===== src/rtl/pipeline_hazard_ctrl_pkg.sv =====
// Shared definitions for the pipeline hazard controller: FSM state encoding,
// the hard-wired zero register number and a register-match helper.
package pipe_ctrl_pkg;

  typedef enum logic [0:0] {
    RUN  = 1'b0,
    WAIT = 1'b1
  } state_e;

  localparam logic [4:0] REG_ZERO = 5'd0;

  // True when a source operand is actually read and names the given register.
  function automatic logic reg_match(input logic use_f, input logic [4:0] src, input logic [4:0] dst);
    return use_f & (src == dst);
  endfunction

endpackage


===== src/rtl/pipeline_hazard_ctrl_if.sv =====
// Bundle of pipeline-side hazard inputs and stall/flush control outputs.
// master: the pipeline (drives hazard inputs); slave: the hazard controller.
interface pipeline_hazard_ctrl_if;
  logic [4:0]  rs_ID;
  logic [4:0]  rt_ID;
  logic        use_rs_ID;
  logic        use_rt_ID;
  logic [4:0]  rt_EX;
  logic        mem_read_EX;
  logic        jump_ID;
  logic        br_taken_EX;
  logic        mem_req_MEM;
  logic        mem_ready_MEM;
  logic        stall_IF;
  logic        stall_ID;
  logic        flush_ID;
  logic        stall_EX;
  logic        flush_EX;
  logic        stall_MEM;
  logic        flush_WB;
  logic        mem_err;
  logic [31:0] perf_stall;
  logic [31:0] perf_flush;

  modport master (
    output rs_ID, rt_ID, use_rs_ID, use_rt_ID, rt_EX, mem_read_EX, jump_ID,
           br_taken_EX, mem_req_MEM, mem_ready_MEM,
    input  stall_IF, stall_ID, flush_ID, stall_EX, flush_EX, stall_MEM, flush_WB,
           mem_err, perf_stall, perf_flush
  );

  modport slave (
    input  rs_ID, rt_ID, use_rs_ID, use_rt_ID, rt_EX, mem_read_EX, jump_ID,
           br_taken_EX, mem_req_MEM, mem_ready_MEM,
    output stall_IF, stall_ID, flush_ID, stall_EX, flush_EX, stall_MEM, flush_WB,
           mem_err, perf_stall, perf_flush
  );
endinterface


===== src/rtl/pipeline_hazard_ctrl_load_use_detect.sv =====
// Purely combinational load-use comparator: the load in EX writes a register
// that the instruction in ID reads. Register 0 never creates a dependency.
module load_use_detect
  import pipe_ctrl_pkg::*;
(
  input  logic [4:0] rs_ID,
  input  logic [4:0] rt_ID,
  input  logic       use_rs_ID,
  input  logic       use_rt_ID,
  input  logic [4:0] rt_EX,
  input  logic       mem_read_EX,
  output logic       load_use
);

  // Dependency compare between the EX load destination and the ID sources.
  always_comb begin
    load_use = 1'b0;
    if (mem_read_EX && (rt_EX != REG_ZERO)) begin
      load_use = reg_match(use_rs_ID, rs_ID, rt_EX) | reg_match(use_rt_ID, rt_ID, rt_EX);
    end else begin
      load_use = 1'b0;
    end
  end

endmodule


===== src/rtl/pipeline_hazard_ctrl.sv =====
// Central stall/flush sequencer for the 5-stage pipeline.
// Priority: memory wait > taken branch > load-use > jump.
// Optional feature macro: PIPE_PERF_CNT_EN enables the stall/flush perf counters.
module pipeline_hazard_ctrl
  import pipe_ctrl_pkg::*;
#(
  parameter int MEM_TIMEOUT = 256,
  parameter int CNT_W       = 8
) (
  input logic               clk,
  input logic               rst,
  pipeline_hazard_ctrl_if.slave hif
);

  // wait_cnt holds the number of memory-wait cycles already completed before
  // the current one, so the MEM_TIMEOUT-th wait cycle is the one where the
  // count equals MEM_TIMEOUT-1; this lets CNT_W bits cover MEM_TIMEOUT.
  localparam logic [CNT_W-1:0] CNT_TOP = CNT_W'(MEM_TIMEOUT - 1);

  state_e           state_q, state_d;
  logic [CNT_W-1:0] wait_cnt_q, wait_cnt_d;
  logic             mem_err_q, mem_err_d;
  logic             mem_wait_s;
  logic             load_use_s;
  logic             timeout_hit_s;
  logic [6:0]       ctrl_s;  // {stall_IF, stall_ID, flush_ID, stall_EX, flush_EX, stall_MEM, flush_WB}

  load_use_detect u_load_use (
    .rs_ID       (hif.rs_ID),
    .rt_ID       (hif.rt_ID),
    .use_rs_ID   (hif.use_rs_ID),
    .use_rt_ID   (hif.use_rt_ID),
    .rt_EX       (hif.rt_EX),
    .mem_read_EX (hif.mem_read_EX),
    .load_use    (load_use_s)
  );

  assign mem_wait_s    = hif.mem_req_MEM & ~hif.mem_ready_MEM;
  assign timeout_hit_s = mem_wait_s & (wait_cnt_q == CNT_TOP);

  // Priority mux for the stall/flush controls; everything drops while in reset.
  // A jump coinciding with load-use gets no flush here: IF/ID is held, so it is
  // seen again (and acted on) in the following cycle.
  always_comb begin
    ctrl_s = 7'b000_0000;
    if (rst) begin
      ctrl_s = 7'b000_0000;
    end else if (mem_wait_s) begin
      ctrl_s = 7'b110_1011;
    end else if (hif.br_taken_EX) begin
      ctrl_s = 7'b001_0100;
    end else if (load_use_s) begin
      ctrl_s = 7'b110_0100;
    end else if (hif.jump_ID) begin
      ctrl_s = 7'b001_0000;
    end else begin
      ctrl_s = 7'b000_0000;
    end
  end

  assign {hif.stall_IF, hif.stall_ID, hif.flush_ID, hif.stall_EX,
          hif.flush_EX, hif.stall_MEM, hif.flush_WB} = ctrl_s;
  assign hif.mem_err = ~rst & (mem_err_q | timeout_hit_s);

  // Next-state, wait counter and sticky timeout flag.
  always_comb begin
    state_d    = state_q;
    wait_cnt_d = wait_cnt_q;
    mem_err_d  = mem_err_q | timeout_hit_s;
    case (state_q)
      RUN: begin
        if (mem_wait_s) begin
          state_d    = WAIT;
          wait_cnt_d = CNT_W'(1);
        end else begin
          state_d    = RUN;
          wait_cnt_d = '0;
        end
      end
      WAIT: begin
        if (mem_wait_s) begin
          state_d    = WAIT;
          wait_cnt_d = (wait_cnt_q == CNT_TOP) ? wait_cnt_q : wait_cnt_q + CNT_W'(1);
        end else begin
          state_d    = RUN;
          wait_cnt_d = '0;
        end
      end
      default: begin
        state_d    = RUN;
        wait_cnt_d = '0;
      end
    endcase
  end

  // State, counter and error flag registers with synchronous reset.
  always_ff @(posedge clk) begin
    if (rst) begin
      state_q    <= RUN;
      wait_cnt_q <= '0;
      mem_err_q  <= 1'b0;
    end else begin
      state_q    <= state_d;
      wait_cnt_q <= wait_cnt_d;
      mem_err_q  <= mem_err_d;
    end
  end

`ifdef PIPE_PERF_CNT_EN
  logic [31:0] perf_stall_q, perf_stall_d;
  logic [31:0] perf_flush_q, perf_flush_d;

  // Count cycles with any stall and cycles with an IF/ID or ID/EX flush.
  always_comb begin
    perf_stall_d = perf_stall_q;
    perf_flush_d = perf_flush_q;
    if (ctrl_s[6] | ctrl_s[5] | ctrl_s[3] | ctrl_s[1]) begin
      perf_stall_d = perf_stall_q + 32'd1;
    end else begin
      perf_stall_d = perf_stall_q;
    end
    if (ctrl_s[4] | ctrl_s[2]) begin
      perf_flush_d = perf_flush_q + 32'd1;
    end else begin
      perf_flush_d = perf_flush_q;
    end
  end

  // Performance counter registers; wrap naturally at 2^32.
  always_ff @(posedge clk) begin
    if (rst) begin
      perf_stall_q <= 32'd0;
      perf_flush_q <= 32'd0;
    end else begin
      perf_stall_q <= perf_stall_d;
      perf_flush_q <= perf_flush_d;
    end
  end

  assign hif.perf_stall = perf_stall_q;
  assign hif.perf_flush = perf_flush_q;
`else
  assign hif.perf_stall = 32'd0;
  assign hif.perf_flush = 32'd0;
`endif

endmodule

===== src/flat_wrapper.sv =====
// flat-port wrapper written by rule: the top's interface ports become plain ports
module pipeline_hazard_ctrl_flat import pipe_ctrl_pkg::*;
#(
  parameter int MEM_TIMEOUT = 256,
  parameter int CNT_W       = 8
)
  (clk, rst, hif_rs_ID, hif_rt_ID, hif_use_rs_ID, hif_use_rt_ID, hif_rt_EX, hif_mem_read_EX, hif_jump_ID, hif_br_taken_EX, hif_mem_req_MEM, hif_mem_ready_MEM, hif_stall_IF, hif_stall_ID, hif_flush_ID, hif_stall_EX, hif_flush_EX, hif_stall_MEM, hif_flush_WB, hif_mem_err, hif_perf_stall, hif_perf_flush);
  pipeline_hazard_ctrl_if hif_i ();
  input logic clk;
  input logic rst;
  input wire logic [$bits(hif_i.rs_ID)-1:0] hif_rs_ID;
  input wire logic [$bits(hif_i.rt_ID)-1:0] hif_rt_ID;
  input wire logic [$bits(hif_i.use_rs_ID)-1:0] hif_use_rs_ID;
  input wire logic [$bits(hif_i.use_rt_ID)-1:0] hif_use_rt_ID;
  input wire logic [$bits(hif_i.rt_EX)-1:0] hif_rt_EX;
  input wire logic [$bits(hif_i.mem_read_EX)-1:0] hif_mem_read_EX;
  input wire logic [$bits(hif_i.jump_ID)-1:0] hif_jump_ID;
  input wire logic [$bits(hif_i.br_taken_EX)-1:0] hif_br_taken_EX;
  input wire logic [$bits(hif_i.mem_req_MEM)-1:0] hif_mem_req_MEM;
  input wire logic [$bits(hif_i.mem_ready_MEM)-1:0] hif_mem_ready_MEM;
  output wire logic [$bits(hif_i.stall_IF)-1:0] hif_stall_IF;
  output wire logic [$bits(hif_i.stall_ID)-1:0] hif_stall_ID;
  output wire logic [$bits(hif_i.flush_ID)-1:0] hif_flush_ID;
  output wire logic [$bits(hif_i.stall_EX)-1:0] hif_stall_EX;
  output wire logic [$bits(hif_i.flush_EX)-1:0] hif_flush_EX;
  output wire logic [$bits(hif_i.stall_MEM)-1:0] hif_stall_MEM;
  output wire logic [$bits(hif_i.flush_WB)-1:0] hif_flush_WB;
  output wire logic [$bits(hif_i.mem_err)-1:0] hif_mem_err;
  output wire logic [$bits(hif_i.perf_stall)-1:0] hif_perf_stall;
  output wire logic [$bits(hif_i.perf_flush)-1:0] hif_perf_flush;
  assign hif_i.rs_ID = hif_rs_ID;
  assign hif_i.rt_ID = hif_rt_ID;
  assign hif_i.use_rs_ID = hif_use_rs_ID;
  assign hif_i.use_rt_ID = hif_use_rt_ID;
  assign hif_i.rt_EX = hif_rt_EX;
  assign hif_i.mem_read_EX = hif_mem_read_EX;
  assign hif_i.jump_ID = hif_jump_ID;
  assign hif_i.br_taken_EX = hif_br_taken_EX;
  assign hif_i.mem_req_MEM = hif_mem_req_MEM;
  assign hif_i.mem_ready_MEM = hif_mem_ready_MEM;
  assign hif_stall_IF = hif_i.stall_IF;
  assign hif_stall_ID = hif_i.stall_ID;
  assign hif_flush_ID = hif_i.flush_ID;
  assign hif_stall_EX = hif_i.stall_EX;
  assign hif_flush_EX = hif_i.flush_EX;
  assign hif_stall_MEM = hif_i.stall_MEM;
  assign hif_flush_WB = hif_i.flush_WB;
  assign hif_mem_err = hif_i.mem_err;
  assign hif_perf_stall = hif_i.perf_stall;
  assign hif_perf_flush = hif_i.perf_flush;
  pipeline_hazard_ctrl #(.MEM_TIMEOUT(MEM_TIMEOUT), .CNT_W(CNT_W)) u_core (.clk(clk), .rst(rst), .hif(hif_i));
endmodule

===== config.mk =====
export PLATFORM = sky130hd
export DESIGN_NAME = pipeline_hazard_ctrl_flat
export DESIGN_NICKNAME = d
export VERILOG_FILES = /design/src/rtl/pipeline_hazard_ctrl_pkg.sv /design/src/rtl/pipeline_hazard_ctrl_if.sv /design/src/rtl/pipeline_hazard_ctrl_load_use_detect.sv /design/src/rtl/pipeline_hazard_ctrl.sv /design/src/flat_wrapper.sv
export SDC_FILE = /design/constraint.sdc
export NUM_CORES = 1
export LEC_CHECK = 0
export CAP_MARGIN = 10
export CORE_MARGIN = 2
export CORE_UTILIZATION = 30
export CTS_CLUSTER_DIAMETER = 100
export DETAILED_ROUTE_END_ITERATION = 6
export PLACE_DENSITY = 0.76
export SLEW_MARGIN = 20
export SYNTH_ARGS = -nofsm -noshare
export SYNTH_HDL_FRONTEND = slang
export SYNTH_SLANG_ARGS = --single-unit

===== constraint.sdc =====
create_clock -name clk -period 4.03 [get_ports clk]
set_input_delay 0.403 -clock clk [delete_from_list [all_inputs] [get_ports clk]]
set_output_delay 0.403 -clock clk [all_outputs]
set_load 0.03 [all_outputs]

# --- Word level (Yosys, flattened, before mapping) ---
# Index checks and enable logic that the tools add are counted.
word_totals:
  ff_bits: 10
  wordCells: 31
op_classes:
  n_mux: 11
  eq_ne: 4
  n_reduce_logical: 2
  bitwise_logic: 10
  n_addsub: 1
op_table:
  columns: ["cell", "count"]
  rows:
  - ["two-way mux 7 bit", 4]
  - ["two-way mux 8 bit", 2]
  - ["case mux 8 bit (2 select lines)", 1]
  - ["equality test 5 bit", 2]
  - ["adder 8 x 1 -> 8 bit (second input constant)", 1]
  - ["equality test 8 bit (second input constant)", 1]
  - ["bitwise AND 1 bit", 5]
  - ["two-way mux 5 bit", 1]
  - ["nonzero test 5 bit", 1]
  - ["two-way mux 1 bit", 3]
  - ["!= test 3 bit (second input constant)", 1]
  - ["inverter 1 bit", 3]
  - ["OR 1 bit", 2]
  - ["logical AND 1 bit", 1]

# --- Logic depth before layout (Yosys ltp) ---
# Gate-level depths: netlist of run 1.
depth:
  depth_word: 8
  depth_mapped: 5

# --- Cells and area by module ---
# A second synthesis of run 1 with hierarchy kept.
unflattened:
  cells_unflattened: 148
  area_unflattened_um2: 1173.6
modules_own_cells:
  columns: ["mod", "cells_per_inst", "area_each_um2", "n_inst", "seq_area_each_um2"]
  rows:
  - ["pipeline_hazard_ctrl", 131, 1039.7, 1, 200.2]
  - ["load_use_detect", 17, 133.9, 1, 0.0]

# --- Worst setup path after synthesis of run 1 ---
# Ideal clock, no wire load.
synth_timing:
  path_type: "input port to output port"
  start: "in hif_rt_EX[3]"
  end: "out hif_stall_IF"
  t_arrival_ns: 2.459
  path_stages: 5
  slack_ns: 1.168
  path_cell_list: "xor2_1 -> nor4_2 -> a32oi_1 -> o41ai_1 -> buf_4"
synth_via:
  elab_chain_cells: 8
  word_cells_on_any_way: 12
  classes_between: "eq/ne: 2; mux: 5; bitwise: 3; reduce/logical: 2"
synth_lines:
  columns: ["item", "line", "source"]
  rows:
  - ["start, declared", "flat_wrapper.sv:15", "input wire logic [$bits(hif_i.rt_EX)-1:0] hif_rt_EX;"]
  - ["equality test 5 bit", "pipeline_hazard_ctrl_pkg.sv:14", "return use_f & (src == dst);"]
  - ["bitwise AND 1 bit", "pipeline_hazard_ctrl_pkg.sv:14", null]
  - ["OR 1 bit", "pipeline_hazard_ctrl_load_use_detect.sv:19", "load_use = reg_match(use_rs_ID, rs_ID, rt_EX) | reg_match(use_rt_ID, rt_ID, rt_EX);"]
  - ["two-way mux 1 bit *", "pipeline_hazard_ctrl_load_use_detect.sv:18", "if (mem_read_EX && (rt_EX != REG_ZERO)) begin"]
  - ["two-way mux 7 bit *", "pipeline_hazard_ctrl.sv:52", "end else if (load_use_s) begin"]
  - ["two-way mux 7 bit *", "pipeline_hazard_ctrl.sv:50", "end else if (hif.br_taken_EX) begin"]
  - ["two-way mux 7 bit *", "pipeline_hazard_ctrl.sv:48", "end else if (mem_wait_s) begin"]
  - ["two-way mux 7 bit *", "pipeline_hazard_ctrl.sv:46", "if (rst) begin"]
  - ["end, declared", "flat_wrapper.sv:21", "output wire logic [$bits(hif_i.stall_IF)-1:0] hif_stall_IF;"]
# Mark *: on every way between the ends. The rest lies on a longest branch, timed or not.

# --- Worst setup path in the final report of run 1 ---
# Ends and elaborated chain as after synthesis.

==> results of run 1 <==
per-layer routing:
layer / up-vias / global-route usage / wire length [um]
li1: 398 / - / -
met1: 345 / 0.07524 / 612
met2: 52 / 0.1696 / 1008
met3: 2 / 0.04110 / 228
met4: 0 / 0.01563 / 4
met5: - / 0 / 0
worst max-delay path: stages:
cell	delay [ps]
clkdlybuf4s50_1	470
xor2_1	190
nor4_2	280
a32oi_1	180
o41ai_1	540
clkdlybuf4s50_1	770
where the power goes:
group	leakage, nW	switching (W)	total [W]	internal, W
Combinational	0.454	0.000102	0.000135	0.0000335
Clock	0.0288	0.0000385	0.000124	0.0000858
Sequential	0.0808	0.000000623	0.000101	0.000100
cell type report:
| cell class | instances | area share |
|---|---|---|
| clock buffer | 4 | 0.04276 |
| inverter | 2 | 0.005831 |
| multi-input combinational | 125 | 0.5083 |
| sequential | 10 | 0.1555 |
| tap | 48 | 0.04665 |
| timing repair buffer | 31 | 0.2410 |
through the flow:
step                      power [W]  instance area (sq um)
final                     0.0003602                   1287
after detailed placement  0.0002372                   1232
after global placement    0.0002372                   1232
after CTS                 0.0003648                   1287
after global routing      0.0003803                   1287
after floorplan           0.0002516                   1365
cell usage after synthesis:
cell / number / share of area
or4_1: 1 / 0.0067
dfxtp_1: 10 / 0.18
and2_0: 1 / 0.0055
inv_1: 2 / 0.0067
o21ai_0: 3 / 0.013
nor3_2: 1 / 0.0089
nor2b_1: 1 / 0.0055
a211oi_1: 1 / 0.0067
nor3_1: 2 / 0.0089
nand2_1: 6 / 0.020
o311ai_0: 2 / 0.016
ha_1: 1 / 0.011
o31ai_1: 2 / 0.013
buf_4: 67 / 0.45
nand2b_1: 1 / 0.0055
a32oi_1: 1 / 0.0078
nor2_1: 10 / 0.033
xor2_1: 11 / 0.085
or3_1: 1 / 0.0055
mux2i_1: 2 / 0.018
nor4_2: 1 / 0.011
o21a_1: 1 / 0.0067
xnor2_1: 2 / 0.016
nand3_2: 1 / 0.0089
o41ai_1: 2 / 0.016
a21oi_1: 3 / 0.013
o31a_2: 1 / 0.0089
and3_1: 1 / 0.0055
conb_1: 1 / 0.0033
and2_1: 1 / 0.0055
nor4_1: 1 / 0.0055
registers in the layout, summed over array words and instances, names as in the netlist:
signal and flops:
u_core.state_q 1, u_core.mem_err_q 1, u_core.wait_cnt_q 8
cells by family (layout without fill, tap and decap cells):
kind of cell	Yosys count	after routing
AOI/OAI and AO/OA	16	16
and+or+nand+nor	29	29
buffers and inverters	69	37
muxes	2	2
xor gates and xnor gates	13	13
adders and majority gates	1	1
DFF	10	10
other	1	64
how the worst max path moves through the flow:
| stage | start | endpoint | slack (ps) | cells past startpoint |
|---|---|---|---|---|
| after floorplan | hif_rt_EX[3] | hif_stall_IF | 1170 | 5 |
| after global placement | hif_rt_EX[3] | hif_stall_ID | 780 | 6 |
| after detailed placement | hif_rt_EX[3] | hif_stall_IF | 760 | 6 |
| after CTS | hif_rt_EX[3] | hif_stall_IF | 740 | 6 |
| after global routing | hif_rt_EX[3] | hif_stall_ID | 590 | 6 |
| final | hif_rt_EX[3] | hif_stall_IF | 790 | 6 |
==> out/results.tsv, run 1 <==
metric	value	unit
status	finished, final reports clean	
most frequent cells in the layout	conb_1, clkdlybuf4s50_1, xor2_1	
Synth-to-Final Area Change	14.08	%
Worst R2R End	u_core.wait_cnt_q[4]$_SDFFE_PP0P_	
minimum clock period	3242	ps
Post-Synth Adder-Cell Area	0.01109	
Worst slew margin	0.6475	
area of the multi-input gates	654.4	sq um
Vias/cell	3.623	
hold path startpoint	u_core.state_q$_SDFF_PP0_	
DRT Wirelength	1854	um
Die W	65.34	um
largest family of logic cells by synthesized area	buffers and inverters	
# placed instances	216	
flop2flop setup slack	2500	ps
vias in the first global route	674	
initial core utilization	0.3106	
dpl ws	758.5	ps
Critical Path Source Type	primary input	
FP Rows	22	
initial antenna violation count	0	
hold_ws	431.5	ps
Vias	797	
antenna cells	0	
mux cell area share after synthesis	0.01774	
sequential share of the synthesized area	0.1774	
Power Dens Cells	279.8	nW/um^2
post-synthesis compound-gate area fraction	0.1009	
setup ws final	788.1	ps
worst r2r src	u_core.wait_cnt_q[0]$_SDFFE_PP0P_	
initial drt markers	10	
type of the tightest min-delay check	flip-flop to flip-flop	
Post-DRT Antenna Nets	0	
CTS tree	built	
simple-gate portion of the synthesized area	0.1364	
hpwl dp	1621	um
Tcrit/Tclk final	0.8044	
cts hold-fix bufs	0	
gpl congestion	0.7716	
RSZ-0062 raised after global routing	false	
Die Y-Extent	65.34	um
final net count	198	
core area	3633	sq um
post_cts resized	0	
crit path kind	primary input to output pin	
Yosys reg bits	10	
Inserted Clock Buffers	3	
first-pass GRT wire length	2766	um
GR Overflow Total	0	
Seq. cell area	200.2	sq um
share of cells above drive strength 1	0.04651	
Clock Tree Buf Depth	2	
GRT Total Usage	0.08450	
First-pass DRT Iterations	4	
IO buf count	31	
Synth Cell Area	1129	sq um
top-level port count	96	
LEAKAGE	0.5639	nW
final hold vios	0	
library cells used by synthesis	31	
DRC violations left	0	
WHS Endpoint	u_core.wait_cnt_q[0]$_SDFFE_PP0P_	
clk_skew	1.184	ps
DIE AREA	4269	sq um
worst skew pair latency	230	ps
Hold Path Depth	1	
CTS sink count	10	
XOR/XNOR share of the synthesized area	0.1009	
worst vdd ir	0.1039	mV
largest net degree at the start of global routing	11	
final core occ	0.3543	
CTS H-tree lvls	1	
Slew @ Worst Pin	521.9	ps
final slew viol count	0	
commonest non-fill, non-tap cell in the layout	conb_1	
CP required	3630	ps
max-cap violations	0	
final cell count without fillers	220	
# fillers	409	
Post-Syn Area per Cell	8.004	sq um
post-DR wirelength/cell	8.427	um
reg2reg path depth	5	
Worst setup EP type	output pin	
Post-Syn Instances	141	
Synth Warn #	0	
Post-CTS Setup Inserts	0	
clk root buf	clkbuf_8	
fmax	0.3085	GHz
Setup TNS Final	0	ps
setup violators final	0	
Reg clk slew, reported paths	50	ps
Worst EP arrival	2840	ps
Crit Path Max Fanout	3	
No activity file was read; power rests on OpenSTA's default activity.
==> run 2: changes to the inputs <==
==> constraint.sdc (replaced) <==
create_clock -name clk -period 3.11 [get_ports clk]
set_input_delay 0.311 -clock clk [delete_from_list [all_inputs] [get_ports clk]]
set_output_delay 0.311 -clock clk [all_outputs]
set_load 0.03 [all_outputs]
==> run 2 against run 1 <==
Net effect:
- non-clock buffer count unchanged
- power up 30%
- highest routed layer unchanged
- sequential power up 29%
- sequential share of layout area down 0.090 points
- design area up 0.58%
- register-to-register slack worse by 930 ps
==> out/results.tsv, run 2 (synthesized netlist as in run 1, its figures left out) <==
metric	value	unit
first-pass GRT wire length	2932	um
final net count	198	
clk root buf	clkbuf_8	
top flop regs	u_core.wait_cnt_q x8, u_core.mem_err_q x1, u_core.state_q x1	
Clk network pwr share	0.345	
final slew viol count	0	
worst vdd ir	0.1476	mV
reg2reg path depth	5	
Setup TNS Final	0	ps
Die W	65.34	um
post-DR wirelength/cell	8.732	um
final core occ	0.3564	
Clock Tree Buf Depth	2	
hpwl dp	1656	um
top-level port count	96	
vias in the first global route	742	
Sw Ratio	0.3930	
RSZ-0062 raised after global routing	false	
Critical Path Source Type	primary input	
First-pass DRT Iterations	4	
Power Dens Cells	361.8	nW/um^2
WHS Endpoint	u_core.wait_cnt_q[0]$_SDFFE_PP0P_	
largest net degree at the start of global routing	11	
antenna cells	0	
dpl ws	40.62	ps
FP Rows	22	
Reg clk slew, reported paths	50	ps
initial antenna violation count	0	
DRC violations left	0	
Placed Instance Area	1232	sq um
Die Y-Extent	65.34	um
Final Instance Area	1295	sq um
combinational share of power	0.377	
clk_skew	1.011	ps
Post-CTS Setup Inserts	0	
final hold vios	0	
most frequent cells in the layout	conb_1, clkdlybuf4s50_1, xor2_1	
IO buf count	31	
setup violators final	0	
Internal	0.0002844	W
worst r2r src	u_core.wait_cnt_q[0]$_SDFFE_PP0P_	
Worst EP arrival	2570	ps
Inserted Clock Buffers	3	
max FFs per register	8	
Tcrit/Tclk final	0.9268	
CTS H-tree lvls	1	
DIE AREA	4269	sq um
max-cap violations	0	
Crit Path Max Fanout	3	
worst skew pair latency	230	ps
Synth-to-Final Area Change	14.74	%
Worst setup EP type	output pin	
core area	3633	sq um
# fillers	422	
type of the tightest min-delay check	flip-flop to flip-flop	
DRT Wirelength	1921	um
crit path kind	primary input to output pin	
status	finished, final reports clean	
Reg power frac	0.278	
GR Overflow Total	0	
Pwr Total	0.0004686	W
Worst R2R End	u_core.wait_cnt_q[4]$_SDFFE_PP0P_	
initial drt markers	11	
flop2flop setup slack	1570	ps
hold path startpoint	u_core.state_q$_SDFF_PP0_	
setup ws final	227.6	ps
Post-DRT Antenna Nets	0	
share of cells above drive strength 1	0.05233	
GRT Total Usage	0.08875	
CTS tree	built	
gpl congestion	0.7391	
CTS sink count	10	
LEAKAGE	0.5692	nW
Biggest register	u_core.wait_cnt_q	
fmax	0.3469	GHz
minimum clock period	2882	ps
Vias/cell	3.741	
CP required	2800	ps
Hold Path Depth	1	
switching power total	0.0001842	W
Vias	823	
commonest non-fill, non-tap cell in the layout	conb_1	
initial core utilization	0.3106	
## run 2: cell type report
class                           count  area [sq um]  area share
Tap cell                           48         60.06     0.04638
Clock buffer                        4         55.05     0.04251
Inverter                            2         7.507    0.005797
Sequential cell                    10         200.2      0.1546
Multi-Input combinational cell    125         661.9      0.5111
Timing Repair Buffer               31         310.3      0.2396
## run 2: power groups by stage
stage	clock [W]	combinational, W	sequential (W)
final	0.000162	0.000177	0.000130
after global routing	0.000176	0.000187	0.000130
after CTS	0.000167	0.000175	0.000130
after detailed placement	0	0.000175	0.000133
after global placement	0	0.000174	0.000133
after floorplan	0	0.000193	0.000133
## run 2: metrics by stage
step	hold WS, ps	std cells
2_1_floorplan	383.4	204
6_report	426.1	220
4_1_cts	433.6	220
5_1_grt	445.0	220
3_3_place_gp	419.7	216
3_5_place_dp	425.4	216
## run 2: critical path, cell delays in order
cell	delay [ps]
clkdlybuf4s50_1	470
xor2_1	190
nor4_2	260
a32oi_1	200
o41ai_2	400
clkdlybuf4s50_1	740
## run 2: worst max-delay path by stage
stage	slack [ps]	start	endpoint	cells past startpoint
after floorplan	430	hif_rt_EX[3]	hif_stall_IF	5
after global placement	50	hif_rt_EX[3]	hif_stall_IF	6
after detailed placement	40	hif_rt_EX[3]	hif_stall_IF	6
after CTS	20	hif_rt_EX[3]	hif_stall_IF	6
after global routing	60	hif_rt_EX[3]	hif_stall_ID	6
final	230	hif_rt_EX[3]	hif_stall_IF	6
## run 2: layer usage
layer | vias up | routed length (um) | global-route usage | part of all wire
met5 | - | 0 | 0 | 0
met4 | 0 | 48 | 0.03646 | 0.025
met3 | 6 | 252 | 0.03938 | 0.13
met2 | 57 | 1037 | 0.1760 | 0.54
met1 | 363 | 583 | 0.07508 | 0.30
li1 | 397 | - | - | -
## run 2: timing repair
item | in CTS | in global routing
hold endpoints to repair | 0 | 0
gates resized for setup | 0 | 1
setup endpoints to repair | 0 | 2
hold buffers | 0 | 0
==> RTL change 1, RTL diff (flow settings as in run 2) <==
`CNT_W` is set to 8 in 2 places; all go to 10.
--- a/src/rtl/pipeline_hazard_ctrl.sv
+++ b/src/rtl/pipeline_hazard_ctrl.sv
@@ -6,5 +6,5 @@
 #(
   parameter int MEM_TIMEOUT = 256,
-  parameter int CNT_W       = 8
+  parameter int CNT_W       = 10
 ) (
   input logic               clk,
--- a/src/flat_wrapper.sv
+++ b/src/flat_wrapper.sv
@@ -3,5 +3,5 @@
 #(
   parameter int MEM_TIMEOUT = 256,
-  parameter int CNT_W       = 8
+  parameter int CNT_W       = 10
 )
   (clk, rst, hif_rs_ID, hif_rt_ID, hif_use_rs_ID, hif_use_rt_ID, hif_rt_EX, hif_mem_read_EX, hif_jump_ID, hif_br_taken_EX, hif_mem_req_MEM, hif_mem_ready_MEM, hif_stall_IF, hif_stall_ID, hif_flush_ID, hif_stall_EX, hif_flush_EX, hif_stall_MEM, hif_flush_WB, hif_mem_err, hif_perf_stall, hif_perf_flush);
Check against the original RTL: same outputs for any inputs over 10 cycles, from zero or initial values and one cycle with rst high; that may be too few to reach the edited logic, so the function may still have changed.
==> RTL change 1 against run 2 <==
Routed wire length is 2.2% lower; synthesized area grew 9.6%; via count up 2.4%; sequential cell count is 2 higher; setup slack improved by 0.17 ns; design area increased by 5.8%; total power is 0.64% lower; register-to-register slack improved by 0.04 ns; utilization down 1.1 points; first-iteration DRC count rose by 64%; largest cell class unchanged.
==> RTL change 1: results (changes against run 2) <==
** Placement
- The post-placement worst setup slack is 0.355 ns (+0.314 ns).
- The routability congestion estimate from global placement is 0.766 (+3.6%).
- Sum of net half-perimeters after detailed placement :: 1.63 mm (-1.5%)

** Drt
- The via total after detailed routing was 843 (+2.4%).
- Detailed-route wire length per cell :: 8.20 um (-6.1%)
- Drt initial violations :: 18 (+7)

** Flow run
- Max-cap violation count :: 0 (unchanged)

** Clock network
- Count of instances resized after the clock tree is built :: 0 (unchanged)
- The tree is rooted in a sky130_fd_sc_hd__clkbuf_8.

** Finish
- Layout Cells excl Fill :: 229 (+4.1%)
- The largest registers in the layout are u_core.wait_cnt_q: 10 flops, u_core.mem_err_q: 1 flops, u_core.state_q: 1 flops.
- Share of post-route cells with drive strength above 1 :: 0.0615 (+0.00913)
- The number of nets in the layout came to 206 (+4.0%).
- The number of filler instances in the final layout is 416 (-1.4%).

** Yosys
- The unique cell type count in the Yosys netlist is 34 (+9.7%).
- Ranking of synthesized cells by instance count :: 69 x sky130_fd_sc_hd__buf_4, 12 x sky130_fd_sc_hd__dfxtp_1, 12 x sky130_fd_sc_hd__nor2_1, 12 x sky130_fd_sc_hd__xor2_1
- The mean instance size in the synthesized netlist came to 8.19 um^2 (+2.4%).
- The number of warnings printed during yosys synthesis came to 0 (unchanged).
- Sequential element share of the synthesized area :: 0.194 (+0.0168)
- Synth top area cells :: sky130_fd_sc_hd__buf_4 42%, sky130_fd_sc_hd__dfxtp_1 19%, sky130_fd_sc_hd__xor2_1 8.5%, sky130_fd_sc_hd__nor2_1 3.6%, sky130_fd_sc_hd__xnor2_1 2.8%

** Timing
- The setup clock skew after layout is 0.00187 ns (+0.000858 ns).

** Setup path
- Max stage delay on crit path :: 0.67 ns (-0.07 ns)
- The worst path arrival time came to 2.41 ns (-0.16 ns).

** Power
- The worst supply voltage drop on vdd was 168 uV (+14%).
- Leak Pwr :: 0.624 nW (+9.6%)

** Global routing
- The overall track demand over capacity in global routing was 0.0846 (-0.00411).
- The pin count of the biggest net entering global routing is 10 (-1).

** Run status
- The flow ran to the end, and the final reports show no timing, DRC or antenna violations.
==> RTL change 1: final timing paths <==
check	startpoint	end	slack (ns)	cells after the start
setup / recovery	hif_rt_EX[1]	hif_stall_IF	0.39	7
hold / removal	u_core.mem_err_q$_SDFF_PP0_	u_core.mem_err_q$_SDFF_PP0_	0.46	2
setup reg to reg	u_core.wait_cnt_q[0]$_SDFFE_PP0P_	u_core.wait_cnt_q[5]$_SDFFE_PP0P_	1.61	6
hold reg to reg	u_core.mem_err_q$_SDFF_PP0_	u_core.mem_err_q$_SDFF_PP0_	0.46	2
==> RTL change 1: worst max-delay path, delay by kind of cell <==
kind                      cells  cell delay [ns]
AOI/OAI and AO/OA             2             0.35
xor gates and xnor gates      1             0.19
buffers and inverters         2             1.15
and+or+nand+nor               2             0.41
==> RTL change 1: kinds of logic (layout without fill, tap and decap cells) <==
family	count (synthesis)	count (layout)	synth area share
and+or+nand+nor	37	37	0.169
xor gates and xnor gates	16	16	0.113
other	1	64	0.00303
DFF	12	12	0.194
muxes	2	2	0.0162
AOI/OAI and AO/OA	12	12	0.0728
buffers and inverters	70	35	0.422
adders and majority gates	1	1	0.0101
==> RTL change 1: power by group through the flow <==
| stage | registers [W] | logic [W] | clock network [W] |
|---|---|---|---|
| final | 0.000156 | 0.000174 | 0.000135 |
| after global placement | 0.000159 | 0.000173 | 0 |
| after CTS | 0.000156 | 0.000174 | 0.000140 |
| after floorplan | 0.000159 | 0.000192 | 0 |
| after detailed placement | 0.000159 | 0.000173 | 0 |
| after global routing | 0.000156 | 0.000187 | 0.000147 |
==> RTL change 1: metrics by stage <==
| stage | instance area (um^2) | power, W | util | hold WS, ns |
|---|---|---|---|---|
| 2_1_floorplan | 1470 | 0.000351 | - | 0.383 |
| 3_3_place_gp | 1330 | 0.000332 | 0.335 | 0.445 |
| 3_5_place_dp | 1330 | 0.000332 | 0.335 | 0.446 |
| 4_1_cts | 1370 | 0.000470 | 0.345 | 0.457 |
| 5_1_grt | 1370 | 0.000490 | 0.345 | 0.494 |
| 6_report | 1370 | 0.000466 | 0.345 | 0.459 |
==> RTL change 1: area by class of cell <==
class	count	area, um^2	area share
Tap cell	50	62.6	0.0457
Inverter	1	3.75	0.00274
Sequential cell	12	240	0.175
Clock buffer	3	41.3	0.0301
Timing Repair Buffer	31	310	0.226
Multi-Input combinational cell	132	712	0.520
==> RTL change 1: routing by layer <==
metal  GRT usage  up-vias  routed length [um]
met5           0        -                   0
met4      0.0225        0                   6
met3      0.0378        2                 258
met2       0.144       60                 921
met1      0.0954      360                 690
li1            -      421                   -
==> RTL change 2, RTL diff (config.mk and constraints of run 2) <==
Made on the original files. Put a register stage on the output `hif.mem_err`. The value now appears one clock later.
--- a/src/rtl/pipeline_hazard_ctrl.sv
+++ b/src/rtl/pipeline_hazard_ctrl.sv
@@ -61,5 +61,7 @@
   assign {hif.stall_IF, hif.stall_ID, hif.flush_ID, hif.stall_EX,
           hif.flush_EX, hif.stall_MEM, hif.flush_WB} = ctrl_s;
-  assign hif.mem_err = ~rst & (mem_err_q | timeout_hit_s);
+  always_ff @(posedge clk) begin
+    hif.mem_err <= ~rst & (mem_err_q | timeout_hit_s);
+  end
 
   // Next-state, wait counter and sticky timeout flag.
Behaviour: no difference found for any inputs over 10 cycles, from zero or initial values and one cycle with rst high; that may be too few to reach the edited logic, so the function may still have changed.
==> RTL change 2 against run 2 <==
Total power is 2.1% lower; register-to-register slack got worse by 0.03 ns; setup slack worse by 0.036 ns; design area is the same; highest routed layer unchanged; synthesized area increased by 1.6%; largest power group unchanged; routed wire length fell by 12%; critical path type unchanged; sequential power increased by 10%; sequential cell count increased by 1; hold slack better by 0.0057 ns; largest cell class unchanged.
==> RTL change 2: results (changes against run 2) <==
** Power
- Net Switching :: 0.000183 W (-0.56%)
- The leakage component of the power is 0.600 nW (+5.4%).
- Peak supply drop :: 134 uV (-9.5%)
- The power consumed by the clock network was 0.000141 W (-13%).
- The sequential cell power was 0.000143 W (+10%).

** Placement
- Gpl congestion :: 0.711 (-3.7%)
- The half-perimeter wire length after placement came to 1.48 mm (-11%).
- The number of buffers added on ports was 31 (unchanged).
- The post-placement worst setup slack is 0.165 ns (+0.125 ns).

** Yosys
- Async S/R FF share, synth :: 0 (unchanged)
- Ranking of synthesized cells by instance count :: 67 x sky130_fd_sc_hd__buf_4, 11 x sky130_fd_sc_hd__dfxtp_1, 11 x sky130_fd_sc_hd__nor2_1
- Fraction of synthesized cell area in xor and xnor cells :: 0.0917 (-0.00918)
- Main flop type after synthesis :: sky130_fd_sc_hd__dfxtp_1
- The number of warnings printed during yosys synthesis is 0 (unchanged).
- The register area share after synthesis is 0.192 (+0.0148).
- The fraction of synthesized area in multiplexers came to 0.0175 (-0.000271).
- Sorting the synthesized cells by area gives the leading types as sky130_fd_sc_hd__buf_4 44%, sky130_fd_sc_hd__dfxtp_1 19%, sky130_fd_sc_hd__xor2_1 7.6%, sky130_fd_sc_hd__nor2_1 3.6%, sky130_fd_sc_hd__nand2_1 2.3%.
- The synthesized-area fraction occupied by adder cells came to 0.0109 (-0.000169).
- The complex-gate fraction of the synthesized area was 0.0819 (-0.0190).

** Clock network
- The later pin in the worst-skew pair is clocked with a latency of 0.24 ns.
- The maximum buffer depth of the clock tree is 2 (unchanged).
- The buffer count from post-CTS setup fixing is 0 (unchanged).
- Clock root buffer master :: sky130_fd_sc_hd__clkbuf_8
- Clock slew at reported path FFs :: 0.05 ns (about the same)
- H-tree levels :: 1 (unchanged)

** Hold path
- Class of the tightest hold or removal check :: register to register
- Number of instances on the worst hold path :: 1 (unchanged)

** Drt
- The count of TritonRoute iterations in the first routing pass was 4 (unchanged).
- Vias after detailed routing :: 818 (-0.61%)
- Total wire length :: 1.69 mm (-12%)
- Drt initial violations :: 28 (+17)
- The DRC violations left came to 0 (unchanged).

** Setup path
- The largest driver fanout on the critical path is 3 (unchanged).
- Slowest library cell on the worst path :: sky130_fd_sc_hd__clkdlybuf4s50_1
- Worst Reg-to-Reg Cells :: 5 (unchanged)

** Finish
- The number of antenna repair diodes came to 0 (unchanged).
- Final net count :: 201 (+1.5%)
- Share of post-route cells with drive strength above 1 :: 0.0343 (-0.0180)
- The number of flip-flops in the largest register was 8 (unchanged).

** Global routing
- Global-route wire length before repair :: 2.43 mm (-17%)
- The initial antenna violation count came to 0 (unchanged).
- The pin count of the biggest net entering global routing came to 8 (-3).
- The number of global-route vias before repair came to 590 (-20%).
- GRT Util Overall :: 0.0726 (-0.0161)

** Flow run
- The number of maximum-capacitance constraint violations came to 0 (unchanged).

** Timing
- The setup clock skew after layout came to 0.00450 ns (+0.00349 ns).

** Run status
- Result of the run :: complete, no violations
RTL change 2: cell count changes after synthesis, sizes merged, moves of 2 or more:
cell,before,now
o311ai,2,0
o21ai,3,1
inv,2,4
a31oi,0,2
nor3,3,5
RTL change 2: metrics by stage:
| stage | instance area [um^2] | utilization | power, W | std cells | hold slack (ns) |
|---|---|---|---|---|---|
| floorplan | 1380 | - | 0.000339 | 207 | 0.383 |
| global placement | 1250 | 0.341 | 0.000318 | 219 | 0.418 |
| detailed placement | 1250 | 0.341 | 0.000319 | 219 | 0.424 |
| CTS | 1290 | 0.354 | 0.000462 | 223 | 0.432 |
| global route | 1290 | 0.354 | 0.000478 | 223 | 0.446 |
| finish | 1290 | 0.354 | 0.000459 | 223 | 0.432 |
RTL change 2: per-layer routing:
layer  track usage  vias up  wire, um
met1        0.0853      348       601
met3        0.0392        2       251
met2         0.116       60       826
li1              -      408         -
met4        0.0156        0         8
met5             0        -         0
RTL change 2: cell type report:
cell class	count	area (um^2)
clock buffer	4	45.0
fill	403	2370
inverter	4	15.0
multi-input combinational	125	644
sequential	11	220
tap	48	60.1
timing repair buffer	31	310
RTL change 2: worst paths after layout:
path,to,slack [ns],from
min reg2reg,u_core.wait_cnt_q[0]$_SDFFE_PP0P_,0.43,u_core.state_q$_SDFF_PP0_
max,hif_stall_ID,0.19,hif_rt_EX[3]
min,u_core.wait_cnt_q[0]$_SDFFE_PP0P_,0.43,u_core.state_q$_SDFF_PP0_
max reg2reg,u_core.wait_cnt_q[1]$_SDFFE_PP0P_,1.54,u_core.wait_cnt_q[0]$_SDFFE_PP0P_
RTL change 2: cell families after synthesis:
kind of cell / Yosys count
compound gates: 13
xor+xnor: 12
fa+ha+maj: 1
buf+inv: 71
flops: 11
mux: 2
other cells: 1
simple gates: 33
